### src/rtl/pitch_arb_pkg.sv
// Shared widths and FSM state encoding for the pitch lookup arbiter.
package pitch_arb_pkg;

  localparam int unsigned PITCH_W = 6;
  localparam int unsigned PHASE_W = 32;
  localparam int unsigned WCNT_W  = 4;

  typedef enum logic [1:0] {
    S_IDLE  = 2'd0,
    S_ISSUE = 2'd1,
    S_WAIT  = 2'd2,
    S_ACK   = 2'd3
  } arb_state_t;

endpackage

### src/rtl/pitch_lookup_arbiter_rr_pick.sv
// Round-robin pick: lowest requesting voice at or after ptr, wrapping,
// found by priority-encoding a double-width request vector masked below ptr.
module rr_pick #(
  parameter int unsigned NUM_VOICES = 4,
  parameter int unsigned VOICE_W    = 2
) (
  input  logic [NUM_VOICES-1:0] req,
  input  logic [VOICE_W-1:0]    ptr,
  output logic [VOICE_W-1:0]    grant_c,
  output logic                  any_c
);

  localparam int unsigned DBL_W = 2 * NUM_VOICES;
  localparam int unsigned IDX_W = VOICE_W + 1;

  logic [DBL_W-1:0] dbl;
  logic [DBL_W-1:0] masked;
  logic [IDX_W-1:0] idx;

  always_comb begin
    dbl    = {req, req};
    masked = dbl & ~((DBL_W'(1) << ptr) - DBL_W'(1));
    idx    = '0;
    // Descending scan so the lowest set bit wins.
    for (int i = DBL_W - 1; i >= 0; i--) begin
      if (masked[i]) idx = IDX_W'(i);
    end
    any_c = |req;
    if (idx >= IDX_W'(NUM_VOICES)) grant_c = VOICE_W'(idx - IDX_W'(NUM_VOICES));
    else                           grant_c = VOICE_W'(idx);
  end

endmodule

### src/rtl/pitch_lookup_arbiter.sv
// Round-robin arbiter sharing one pitch_lookup instance among NUM_VOICES voices.
// Optional WAIT-state timeout is enabled by defining PITCH_ARB_TIMEOUT_EN.
module pitch_lookup_arbiter
  import pitch_arb_pkg::*;
#(
  parameter int unsigned NUM_VOICES     = 4,
  parameter int unsigned VOICE_W        = $clog2(NUM_VOICES),
  parameter int unsigned TIMEOUT_CYCLES = 15
) (
  input  logic                          i_clk,
  input  logic                          i_rst,
  input  logic [NUM_VOICES-1:0]         i_req,
  input  logic [PITCH_W*NUM_VOICES-1:0] i_pitch,
  output logic [NUM_VOICES-1:0]         o_ack,
  output logic [VOICE_W-1:0]            o_ack_voice,
  output logic [PHASE_W-1:0]            o_phase_delta,
  output logic                          o_err,
  output logic                          o_lu_enable,
  output logic [PITCH_W-1:0]            o_lu_pitch,
  input  logic                          i_lu_valid,
  input  logic [PHASE_W-1:0]            i_lu_phase_delta
);

  if (NUM_VOICES < 2 || NUM_VOICES > 8 ||
      TIMEOUT_CYCLES == 0 || TIMEOUT_CYCLES >= (1 << WCNT_W)) begin : g_param_check
    $error("pitch_lookup_arbiter: parameter out of range");
  end

  arb_state_t         state;
  logic [VOICE_W-1:0] rr_ptr;
  logic [VOICE_W-1:0] gnt;
  logic [VOICE_W-1:0] pick_c;
  logic               pick_any_c;

  rr_pick #(
    .NUM_VOICES (NUM_VOICES),
    .VOICE_W    (VOICE_W)
  ) u_rr_pick (
    .req     (i_req),
    .ptr     (rr_ptr),
    .grant_c (pick_c),
    .any_c   (pick_any_c)
  );

`ifdef PITCH_ARB_TIMEOUT_EN
  localparam logic [WCNT_W-1:0] WAIT_LAST = WCNT_W'(TIMEOUT_CYCLES - 1);
  logic [WCNT_W-1:0] wait_cnt;
`endif

  // FSM, grant/pitch latches and registered outputs; o_lu_pitch doubles as the pitch latch.
  always_ff @(posedge i_clk) begin
    if (i_rst) begin
      state         <= S_IDLE;
      rr_ptr        <= '0;
      gnt           <= '0;
      o_ack         <= '0;
      o_ack_voice   <= '0;
      o_phase_delta <= '0;
      o_err         <= 1'b0;
      o_lu_enable   <= 1'b0;
      o_lu_pitch    <= '0;
`ifdef PITCH_ARB_TIMEOUT_EN
      wait_cnt      <= '0;
`endif
    end else begin
      o_ack       <= '0;
      o_lu_enable <= 1'b0;
      o_err       <= 1'b0;
      case (state)
        S_IDLE: begin
          if (pick_any_c) begin
            gnt         <= pick_c;
            o_lu_pitch  <= i_pitch[PITCH_W*pick_c +: PITCH_W];
            o_lu_enable <= 1'b1;
            state       <= S_ISSUE;
          end
        end
        S_ISSUE: begin
          state <= S_WAIT;
`ifdef PITCH_ARB_TIMEOUT_EN
          wait_cnt <= '0;
`endif
        end
        S_WAIT: begin
          if (i_lu_valid) begin
            o_ack         <= NUM_VOICES'(1) << gnt;
            o_ack_voice   <= gnt;
            o_phase_delta <= i_lu_phase_delta;
            state         <= S_ACK;
          end
`ifdef PITCH_ARB_TIMEOUT_EN
          else if (wait_cnt == WAIT_LAST) begin
            o_ack         <= NUM_VOICES'(1) << gnt;
            o_ack_voice   <= gnt;
            o_phase_delta <= '0;
            o_err         <= 1'b1;
            state         <= S_ACK;
          end else begin
            wait_cnt <= wait_cnt + WCNT_W'(1);
          end
`endif
        end
        S_ACK: begin
          rr_ptr <= (gnt == VOICE_W'(NUM_VOICES - 1)) ? '0 : gnt + VOICE_W'(1);
          state  <= S_IDLE;
        end
        default: state <= S_IDLE;
      endcase
    end
  end

endmodule

### config.mk
export PLATFORM = sky130hd
export DESIGN_NAME = pitch_lookup_arbiter
export DESIGN_NICKNAME = d
export VERILOG_FILES = /design/src/rtl/pitch_arb_pkg.sv /design/src/rtl/pitch_lookup_arbiter_rr_pick.sv /design/src/rtl/pitch_lookup_arbiter.sv
export SDC_FILE = /design/constraint.sdc
export NUM_CORES = 1
export LEC_CHECK = 0
export CAP_MARGIN = 10
export CORE_MARGIN = 2
export CORE_UTILIZATION = 50
export CTS_CLUSTER_DIAMETER = 80
export DETAILED_ROUTE_END_ITERATION = 10
export DONT_BUFFER_PORTS = 1
export SLEW_MARGIN = 10
export SYNTH_ARGS = -nofsm -noshare
export SYNTH_HDL_FRONTEND = slang
export SYNTH_SLANG_ARGS = --single-unit
export TNS_END_PERCENT = 1
### constraint.sdc
create_clock -name i_clk -period 2.3 [get_ports i_clk]
set_input_delay 0.345 -clock i_clk [delete_from_list [all_inputs] [get_ports i_clk]]
set_output_delay 0.345 -clock i_clk [all_outputs]
set_load 0.05 [all_outputs]
==> results of run 1 <==
layout make-up:
cell class                 instances  area, um2  share of cell area (%)
multi-input combinational        176       1066                   46.28
sequential                        51       1021                   44.32
clock buffer                       6      72.57                   3.150
tap                               50      62.56                   2.716
timing repair buffer               5      50.05                   2.173
inverter                           5      18.77                  0.8148
clock inverter                     2      12.51                  0.5432
cells in the mapped netlist:
master     number
a311oi_1        1
o211ai_1        1
nor2b_2         2
a221o_1         6
nor4_4          1
buf_8           1
nand2b_4        1
mux2i_1         8
conb_1          1
or2_2           1
nor4_1          1
o211ai_2        1
nor2_1         11
clkbuf_1       12
mux2_2          4
nor2b_1         1
a2bb2oi_2       1
buf_4           1
nand2b_1        3
nor3_1          1
and3_1          1
o221ai_2        1
inv_2           1
mux2_4          2
o221ai_1        1
nand2_1        69
buf_6           1
or3b_1          1
inv_1           4
and4b_1         1
a211oi_1        7
ha_1            6
and2_1          1
nor4b_1         2
a21oi_1        38
a2bb2oi_1       1
dfxtp_1        51
where the power goes:
part	switching (mW)	internal, mW	total [mW]	leakage [nW]
Combinational	0.323	0.252	0.575	0.402
Sequential	0.477	1.02	1.50	0.414
Clock	0.273	0.213	0.486	0.0412
logic make-up (layout without fill, tap and decap cells):
group	count (synthesis)	in the layout
AOI/OAI and AO/OA	58	58
adders and majority gates	6	6
and+or+nand+nor	97	97
buffers and inverters	20	18
DFF	51	51
other	1	1
muxes	14	14
registers in the layout, indices dropped and copies added, names as in the netlist:
name and flops:
o_lu_pitch 6, rr_ptr 2, o_phase_delta 32, o_ack 4
state 2, o_ack_voice 2, o_lu_enable 1, gnt 2
path summary, 6_finish.rpt:
check        startpoint                 to  slack, ns  depth (start not counted)
max reg2reg   rr_ptr[1]      o_lu_pitch[4]       0.17                          6
max           rr_ptr[1]      o_lu_pitch[4]       0.17                          6
min reg2reg    state[0]           state[0]       0.53                          2
min               i_rst  o_phase_delta[29]       0.11                          1
critical path, cell delays in order, from the launching register on:
cell and delay (ns):
dfxtp_1 0.35, or2_2 0.29, ha_1 0.33, a2bb2oi_2 0.19, o211ai_4 0.22, mux2_4 0.35
a221o_1 0.31
layer usage:
layer,GRT usage [%],wire [um],up-vias
met5,0,0,-
met4,5.128,27,0
met3,7.071,428,4
met2,35.13,2365,84
met1,21.41,1890,775
li1,-,-,837
what timing repair did:
item	in CTS	in global routing
hold endpoints to repair	0	0
setup endpoints to repair	2	0
resized for setup	1	0
stage by stage:
step	utilization (%)	hold WS [ns]	cells	power, mW
2_1_floorplan	-	0.4810	247	1.979
3_3_place_gp	54.07	0.4192	287	2.053
3_5_place_dp	54.07	0.4212	287	2.096
4_1_cts	56.37	0.09741	295	2.583
5_1_grt	56.37	0.08875	295	2.709
6_report	56.37	0.1083	295	2.558
==> impl_results.md, run 1 <==
- Number of fill cells: approximately 360
- Max-slew headroom: a little under three fifths
- Synth Area in Simple Gates: 20.41%
- Layout Nets: around 310
- Post-synth top area share: 46.92%
- Total Routing Usage GR: around a fifth
- Post-route cell area: approximately 0.0023 mm2
- Commonest non-fill, non-tap cell in the layout: nand2_1
- Most frequent cells in the layout: nand2_1, dfxtp_1, a21oi_1
- Final Setup Violations: 0
- DR vias: 1700
- Actual slew at the worst max-slew pin: approximately 0.66 ns
- RSZ-0062 raised after global routing: false
- 1st-pass router iterations: 4
- Synth Area in XOR/XNOR: 0%
- Final max-slew violation count: 0
- Pin count of the biggest net entering global routing: between 40 and 50
- Maximum VDD drop: around 0.00055 V
- Setup TNS: 0 ns
- Final setup margin: 0.1661 ns
- Synth Register Bits: slightly above 50
- Sequential area share after synthesis: between 40% and 50%
- CTS tree: yes
- Critical path type: register to register
- FP Rows: 23
- DP HPWL: 3.523 mm
- CTS hold repair buffers: 0
- Synth Cell Area: around 0.0022 mm2
- Mux contribution to synthesized area: under 10%
- Vias in the first global route: 1712
- Placed cell area: roughly 0.0022 mm2
- Critical path arrival: approximately 2.3 ns
- Worst Skew: approximately 0.0037 ns
- Largest family of logic cells by synthesized area: simple AND/OR/NAND/NOR gates
- Max-cap violations: 0
- DR iter-0 viols: 59
- Ranking of synthesized cells by area: dfxtp_1, nand2_1, a21oi_1
- Fmax: about 470 MHz
- Initial antenna violation count: 0
- Adder-cell share of the synthesized area: roughly 3.5%
- Number of distinct library cells after synthesis: 37
- CP endpoint kind: register
- Compound-Gate Fraction of Synth Area: 17.42%
- Kind of start point of the critical path: register
- CTS H-tree depth: 2
- WL/cell: between 15 and 20 um
- Share of post-route cells with drive strength above 1: around 11%
- Setup bufs post-CTS: 0
- Hold WC Path Type: input port to register
- DRC errors left: 0
- Initial core utilization: approximately 53%
- Clock tree buffer depth: 2
- Area Overhead vs Synth: 5.865%
- Syn Inst Count: approximately 250
- Post-synth net total: 316
- Worst skew pair latency: around 0.29 ns
- Yosys top cell by area: dfxtp_1
- Pre-CTS worst setup slack: a little under 0.005 ns
- Port Buffers: 0
- Yosys warns: 0
- Die Span Y: roughly 70 um
- Routed WL: about 4.7 mm
- Mean Syn Cell Area: 8.809 um2
- Number of CTS-inserted buffers: 5
- Detail Route Antenna Nets: 0
- Die Wd: 69.97 um
- Clock Sinks: 51
- Global-route wire length before repair: ~7.8 mm
- Placer Congestion: roughly 0.81
- Vias per cell: 5.763
- Final Hold Violating Endpoints: 0
- Die ar.: 0.004895 mm2
- CP required: between 2 and 2.5 ns
- Antenna cells: 0
- Worst-path clk slew: around 0.09 ns
- Area of the core: 0.004086 mm2
- Clock root buffer: clkbuf_8
- CP max FO: 13
- Final period util: between 90 and 100%
- Leakage power: 0.8580 nW
- I/O Pins: 109
- Power per cell area: 1111 mW/mm2
- Status: finished, final reports clean
- Crit path time final: around 2.1 ns
- Grt ovf: 0
No activity file was read; power rests on OpenSTA's default activity.
==> run 2: changes to the inputs <==
SLEW_MARGIN = unset   (was 10)
==> results of run 2 <==
No change in the layout: final DEF, timing and power equal those of run 1.
